[src/rtl/dot_acc_pkg.sv]
// Shared types and constants for the dot-product accumulator.
// State encoding and product width used by the top and the adder.
package dot_acc_pkg;

    localparam int PROD_W = 16;

    typedef enum logic [1:0] {
        IDLE  = 2'b00,
        ACCUM = 2'b01,
        HOLD  = 2'b10
    } state_e;

endpackage

[src/rtl/dot_acc_sat_add.sv]
// Signed accumulate-add of one product; clamps on overflow when the
// DOT_ACC_SATURATE_EN macro is defined, otherwise wraps.
module dot_acc_sat_add
    import dot_acc_pkg::*;
#(
    parameter int ACC_W = 20
) (
    input  logic [ACC_W-1:0]  acc_i,
    input  logic [PROD_W-1:0] prod_i,
    output logic [ACC_W-1:0]  sum_o,
    output logic              ovf_o
);

    logic [ACC_W-1:0] ext;
    logic [ACC_W-1:0] raw;

    assign ext = {{(ACC_W-PROD_W){prod_i[PROD_W-1]}}, prod_i};
    assign raw = acc_i + ext;

`ifdef DOT_ACC_SATURATE_EN
    logic             ovf_raw;
    logic [ACC_W-1:0] pos_max;
    logic [ACC_W-1:0] neg_min;

    assign pos_max = {1'b0, {(ACC_W-1){1'b1}}};
    assign neg_min = {1'b1, {(ACC_W-1){1'b0}}};

    // Overflow only when both operands share a sign the result lacks.
    assign ovf_raw = (acc_i[ACC_W-1] == ext[ACC_W-1])
                  && (raw[ACC_W-1] != acc_i[ACC_W-1]);

    always_comb begin
        sum_o = raw;
        if (ovf_raw) begin
            sum_o = acc_i[ACC_W-1] ? neg_min : pos_max;
        end
    end

    assign ovf_o = ovf_raw;
`else
    assign sum_o = raw;
    assign ovf_o = 1'b0;
`endif

endmodule

[src/rtl/dot_accumulator.sv]
// Accumulates N signed products into one dot-product result with a
// valid/ready result handshake. Optional macro: DOT_ACC_SATURATE_EN.
module dot_accumulator
    import dot_acc_pkg::*;
#(
    parameter int N     = 8,
    parameter int ACC_W = 20
) (
    input  logic              clk,
    input  logic              rst,
    input  logic              clear_i,
    input  logic [PROD_W-1:0] prod_i,
    input  logic              prod_valid_i,
    output logic              prod_ready_o,
    output logic [ACC_W-1:0]  sum_o,
    output logic              sum_valid_o,
    input  logic              sum_ready_i,
    output logic              busy_o,
    output logic              ovf_o
);

    localparam int CNT_W = $clog2(N + 1);
    localparam logic [CNT_W-1:0] N_C = CNT_W'(N);

    state_e           state_q, state_d;
    logic [ACC_W-1:0] acc_q, acc_d;
    logic [CNT_W-1:0] cnt_q, cnt_d;
    logic [ACC_W-1:0] sum_q, sum_d;
    logic             ovf_q, ovf_d;

    logic             prod_hs;
    logic             sum_hs;
    logic [ACC_W-1:0] add_base;
    logic [ACC_W-1:0] add_sum;
    logic             add_ovf;
    logic [CNT_W-1:0] cnt_inc;

    assign prod_ready_o = (state_q != HOLD);
    assign busy_o       = (state_q != IDLE);
    assign sum_valid_o  = (state_q == HOLD);
    assign sum_o        = sum_q;
    assign ovf_o        = ovf_q;

    assign prod_hs = prod_valid_i && prod_ready_o;
    assign sum_hs  = sum_valid_o && sum_ready_i;

    // First product of a run starts from zero regardless of acc_q.
    assign add_base = (state_q == IDLE) ? '0 : acc_q;
    assign cnt_inc  = ((state_q == IDLE) ? '0 : cnt_q) + CNT_W'(1);

    dot_acc_sat_add #(
        .ACC_W (ACC_W)
    ) u_add (
        .acc_i  (add_base),
        .prod_i (prod_i),
        .sum_o  (add_sum),
        .ovf_o  (add_ovf)
    );

    always_comb begin
        state_d = state_q;
        acc_d   = acc_q;
        cnt_d   = cnt_q;
        sum_d   = sum_q;
        ovf_d   = ovf_q;
        if (clear_i) begin
            state_d = IDLE;
            acc_d   = '0;
            cnt_d   = '0;
            ovf_d   = 1'b0;
        end else begin
            unique case (state_q)
                IDLE, ACCUM: begin
                    if (prod_hs) begin
                        acc_d   = add_sum;
                        cnt_d   = cnt_inc;
                        ovf_d   = ovf_q | add_ovf;
                        state_d = ACCUM;
                        if (cnt_inc == N_C) begin
                            sum_d   = add_sum;
                            state_d = HOLD;
                        end
                    end
                end
                HOLD: begin
                    if (sum_hs) begin
                        state_d = IDLE;
                        acc_d   = '0;
                        cnt_d   = '0;
                        ovf_d   = 1'b0;
                    end
                end
                default: begin
                    state_d = IDLE;
                    acc_d   = '0;
                    cnt_d   = '0;
                    ovf_d   = 1'b0;
                end
            endcase
        end
    end

    always_ff @(posedge clk or posedge rst) begin
        if (rst) begin
            state_q <= IDLE;
            acc_q   <= '0;
            cnt_q   <= '0;
            sum_q   <= '0;
            ovf_q   <= 1'b0;
        end else begin
            state_q <= state_d;
            acc_q   <= acc_d;
            cnt_q   <= cnt_d;
            sum_q   <= sum_d;
            ovf_q   <= ovf_d;
        end
    end

endmodule

[config.mk]
export PLATFORM = sky130hd
export DESIGN_NAME = dot_accumulator
export DESIGN_NICKNAME = d
export VERILOG_FILES = /design/src/rtl/dot_acc_pkg.sv /design/src/rtl/dot_acc_sat_add.sv /design/src/rtl/dot_accumulator.sv
export SDC_FILE = /design/constraint.sdc
export NUM_CORES = 1
export LEC_CHECK = 0
export ABC_AREA = 1
export BUFFER_PORTS_ARGS = -buffer_cell sky130_fd_sc_hd__buf_2
export CAP_MARGIN = 20
export CORE_AREA = 4 4 78 80
export DETAILED_ROUTE_END_ITERATION = 10
export DIE_AREA = 0 0 82 84
export PLACE_DENSITY = 0.9
export SETUP_SLACK_MARGIN = 0.4
export SLEW_MARGIN = 25
export SYNTH_ARGS = -nofsm -noshare
export SYNTH_HDL_FRONTEND = slang
export SYNTH_SLANG_ARGS = --single-unit
[constraint.sdc]
create_clock -name clk -period 6.1 [get_ports clk]
set_clock_uncertainty 0.1 [all_clocks]
set_input_delay 0.915 -clock clk [delete_from_list [all_inputs] [get_ports clk]]
set_output_delay 0.915 -clock clk [all_outputs]
set_load 0.02 [all_outputs]
# --- Word-level counts from Yosys, hierarchy flattened ---
# Cells that the tools add are included.
totals:
  in_bits: 21
  output_inout_bits: 24
  register_bits: 47
classes:
  reduce_logical: 8
  addsub: 2
  n_eq_ne: 7
  n_mux: 18
  n_bitwise: 1
ops:
  columns: ["cell", "n"]
  rows:
  - ["20-bit 2-to-1 mux", 4]
  - ["20-bit case mux with 2 select lines", 1]
  - ["20-bit adder", 1]
  - ["4-bit 2-to-1 mux", 4]
  - ["2-bit 2-to-1 mux", 4]
  - ["4-bit case mux with 2 select lines", 1]
  - ["4-bit by 1-bit adder with 4-bit output, second input constant", 1]
  - ["4-bit equality test, second input constant", 1]
  - ["2-bit != test, second input constant", 2]
  - ["2-bit case mux with 2 select lines", 1]
  - ["2-bit AND reduction", 2]
  - ["4-bit AND reduction", 1]
  - ["3-bit by 2-bit != test with 1-bit output, second input constant", 1]
  - ["3-bit != test, second input constant", 1]
  - ["2-bit by 1-bit equality test with 1-bit output, second input constant", 1]
  - ["2-bit equality test, second input constant", 1]
  - ["1-bit logical AND", 2]
  - ["2-bit zero test", 1]
  - ["1-bit 2-to-1 mux", 2]
  - ["1-bit case mux with 2 select lines", 1]
  - ["2-bit nonzero test", 1]
  - ["2-bit OR reduction", 1]
  - ["1-bit NOT", 1]

# --- Depth between registers and ports, before layout ---
logic_depth:
  ltp_word: 8
  mapped_depth: 16
  depth_no_buf: 15

# --- Cells and area by module ---
# A second synthesis with hierarchy kept.
unflattened:
  hier_cells: 473
  hier_area_um2: 3340.7
by_module_without_submodules:
  columns: ["module", "instances", "cells_each", "area_per_inst_um2", "seq_area_each_um2"]
  rows:
  - ["dot_accumulator", 1, 246, 2134.5, 1176.1]
  - ["dot_acc_sat_add", 1, 227, 1206.2, 0.0]

# --- Worst setup path before layout ---
# No wires, ideal clock.
synth_timing:
  kind: "input to register"
  startpoint: "input port prod_i[0]"
  endpoint: "register acc_q[16]"
  cell_stages: 13
  n_path_buf: 0
  required_ns: 5.882
  arrival_time_ns: 2.208
  setup_slack_ns: 3.674
  path_cell_list: "ha_1 inv_1 fa_1 inv_1 nand3_1 nand3_1 nand3_1 nand2_1 nand2_1 nand2_1 nand2_1 nand3_1 nand2_1"
synth_between:
  elab_chain_cells: 4
synth_rtl:
  columns: ["element", "line_no", "source"]
  rows:
  - ["start, declared", "dot_accumulator.sv:12", "input logic [PROD_W-1:0] prod_i,"]
  - ["20-bit adder", "dot_acc_sat_add.sv:18", "assign raw = acc_i + ext;"]
  - ["20-bit 2-to-1 mux", "dot_accumulator.sv:74", "if (prod_hs) begin"]
  - ["20-bit case mux with 2 select lines", "dot_accumulator.sv:72", "unique case (state_q)"]
  - ["20-bit 2-to-1 mux", "dot_accumulator.sv:66", "if (clear_i) begin"]
  - ["end signal, assigned", "dot_accumulator.sv:106", "acc_q <= '0;"]
  - ["end signal, assigned", "dot_accumulator.sv:112", "acc_q <= acc_d;"]
  - ["end, declared", "dot_accumulator.sv:26", "logic [ACC_W-1:0] acc_q, acc_d;"]
# Every way passes these cells. The select of a mux whose other input is x is not followed.
# A chain may end at the register's enable or synchronous reset.

# --- Worst setup path after layout ---
layout_timing:
  startpoint: "register state_q[0]"
  endpoint: "register sum_q[6], in the netlist sum_o[6]"
layout_between:
  elab_chain_cells: 5
layout_rtl:
  columns: ["element", "line_no", "source"]
  rows:
  - ["start, declared", "dot_accumulator.sv:25", "state_e state_q, state_d;"]
  - ["start signal, assigned", "dot_accumulator.sv:111", "state_q <= state_d;"]
  - ["2-bit zero test", "dot_accumulator.sv:48, dot_accumulator.sv:49, dot_accumulator.sv:72", null]
  - ["4-bit 2-to-1 mux", "dot_accumulator.sv:49", "assign cnt_inc = ((state_q == IDLE) ? '0 : cnt_q) + CNT_W'(1);"]
  - ["4-bit by 1-bit adder with 4-bit output", "dot_accumulator.sv:49", null]
  - ["4-bit equality test", "dot_accumulator.sv:79", "if (cnt_inc == N_C) begin"]
  - ["4-bit AND reduction (no source line)", null, null]
  - ["end signal, assigned", "dot_accumulator.sv:114", "sum_q <= sum_d;"]
  - ["end, declared", "dot_accumulator.sv:28", "logic [ACC_W-1:0] sum_q, sum_d;"]
# Several ways; a longest one is shown, not always the timed one.

==> impl_metrics.json <==
{
  "status": "finished clean",
  "final_common_cell": "nand2_1",
  "r2r_start": "state_q[0]",
  "drc": 0,
  "firstDrtPassIters": 5,
  "cts_made_buffers": 5,
  "fin_total_pwr_uw": 658,
  "cts_hold_buf": 0,
  "leakage_nw": 2.10,
  "synthXorXnorAreaFrac_pct": 3.02,
  "slew_viol_final": 0,
  "cts_tree": "yes",
  "drtIter0Drc": 217,
  "io_pins": 45,
  "ff2ff_path_depth": 10,
  "synth_cells": 469,
  "hold_slack_ns": 0.372,
  "postCtsSetupBuffers": 0,
  "viasPerCell": 5.24,
  "synthSimpleGateAreaFrac_pct": 34.6,
  "drive_above_1_share_pct": 11.7,
  "synth_area_leaders": "dfrtp_1, nand2_1, inv_1",
  "post-route-util_pct": 65.1,
  "synth.largest_area_cell": "dfrtp_1",
  "r2r_slack_ns": 3.23,
  "synth_top_family_by_area": "simple AND/OR/NAND/NOR gates",
  "rsz0062_at_grt": "false",
  "finalCritPeriodShare_pct": 47.0,
  "syn_area_sq_um": 3190,
  "antennaDiodeCount": 0,
  "grt_max_degree": 47,
  "syn_avg_cell_area_sq_um": 6.79,
  "maxCapViolCount": 0,
  "clockRootBuffer": "clkbuf_8",
  "crit_fanout": 23,
  "synth_compound_area_share_pct": 6.17,
  "chipWidth_um": 82,
  "grt_pass1_wl_um": 12600,
  "area_delta_synth_final_pct": 10.5,
  "hold_start": "sum_o[5]",
  "path_class": "register to register",
  "relSlewSlack_pct": 47.3,
  "cp-start-kind": "register",
  "ys_ff_latch": 46,
  "io_buffers": 43,
  "worst_slew_pin_slew_ns": 0.790,
  "placed_cells": 575,
  "dr_total_vias": 3056,
  "min_period_ns": 2.87,
  "routabilityCongestion": 0.945,
  "grt_util_all_layers_pct": 22.9,
  "clkSinkCount": 46,
  "yosys_warnings": 0,
  "synth-adder-area-share_pct": 8.88,
  "ys_seq_area_share_pct": 36.1,
  "timing.fmax_ghz": 0.349,
  "num_rows": 27,
  "antenna_found_initial": 0,
  "first_global_vias": 2922,
  "ys_types": 28,
  "start_util_pct": 58.9,
  "die_h_um": 84,
  "end_kind": "register",
  "muxShareOfSynthArea_pct": 0,
  "routedWlPerCell_um": 12.7,
  "cp.arrival_ns": 2.96,
  "powerDensity_nw_per_um2": 187,
  "cts.htree.levels": 2,
  "clk_path_buf_depth": 2,
  "setup_viol": 0,
  "cts_resized": 0,
  "required_ns": 6.19,
  "clk_latency_ns": 0.31,
  "ant_nets": 0,
  "final_cells": 583,
  "syn-num-nets": 512,
  "finalWirelength_um": 7390,
  "fin_nets": 553,
  "final_cell_mix": "nand2_1, inv_1, dfrtp_1",
  "ir_drop_mv": 0.111,
  "dieArea_sq_um": 6890,
  "core_sq_um": 5410,
  "hold_viol_final": 0,
  "clk_pin_slew_ns": 0.09,
  "holdPathStages": 2,
  "grt.overflow.total": 0,
  "dp_hpwl_um": 5650,
  "yosys.area.top_type_share_pct": 36.1,
  "min_to": "sum_o[5]",
  "min_path_type": "register to register",
  "finalSetupTns_ns": 0,
  "reg2reg_to": "sum_o[6]"
}
==> metrics by stage <==
step / setup WS (ns) / area, sq um
4_1_cts: 3.25 / 3520
6_report: 3.23 / 3520
3_3_place_gp: 3.37 / 3430
2_1_floorplan: 3.67 / 3190
5_1_grt: 2.98 / 3520
3_5_place_dp: 3.28 / 3430
==> per-layer routing <==
layer	share of wire, %	vias up	GRT usage (%)
met5	0	-	0
met4	1.5	0	6.19
met3	5.5	12	4.10
met2	49	96	39.8
met1	44	1423	28.6
li1	-	1525	-
==> critical path: stages, from the launching register on <==
cell and delay (ns):
dfrtp_1 0.42, nor2_4 0.52, nor2_1 0.16, ha_1 0.25, xor2_1 0.18, nor2_2 0.10
nand2_2 0.08, nor2_4 0.43, inv_2 0.31, nand2_1 0.13, nand2_1 0.07
==> final cells by class <==
type	instances	area, sq um
Multi-Input combinational cell	337	1680
Clock inverter	3	21.3
Inverter	76	287
Fill cell	486	1880
Clock buffer	5	68.8
Sequential cell	46	1150
Timing Repair Buffer	44	223
Tap cell	72	90.1
==> sequential cells by signal, indices dropped and copies added, names as in the netlist <==
| signal | count |
|---|---|
| cnt_q | 4 |
| sum_o | 20 |
| acc_q | 20 |
| state_q | 2 |
==> power breakdown <==
part           total (mW)  switching, mW  internal [mW]
Clock               0.190          0.110         0.0806
Combinational       0.138         0.0930         0.0449
Sequential          0.330        0.00794          0.322
Total               0.658          0.211          0.448
==> synthesized netlist by cell type <==
master and n:
nor2_1 42, or2_2 1, dfrtp_1 46, nand2_2 1, buf_4 4, nor2_4 3, and2_1 2, nand4_1 4
inv_2 1, o22ai_1 5, o21ai_0 15, ha_1 21, buf_1 2, nand3b_1 2, fa_1 1, inv_1 75
xor2_1 9, conb_1 1, a21oi_1 15, nand3_1 38, clkbuf_1 1, nor3_1 2, buf_6 2, nand2_1 170
o21bai_1 2, buf_2 1, xnor2_1 2, nor2_2 1
==> how the worst max path moves through the flow <==
stage	from	to	slack, ns	cells after the start
after CTS	state_q[0]	sum_o[6]	3.25	10
final	state_q[0]	sum_o[6]	3.23	10
after floorplan	prod_i[0]	acc_q[16]	3.67	13
after detailed placement	state_q[0]	sum_o[6]	3.28	10
after global routing	state_q[0]	sum_o[6]	2.98	10
after global placement	prod_i[0]	sum_o[16]	3.37	14
==> cells by family (layout without fill, tap and decap cells) <==
kind of cell / after synthesis / after routing
compound gates: 37 / 37
xor+xnor: 11 / 11
fa+ha+maj: 22 / 22
buf+inv: 86 / 128
flops: 46 / 46
other cells: 1 / 1
simple gates: 266 / 266
Power figures use the tool's default switching activity.
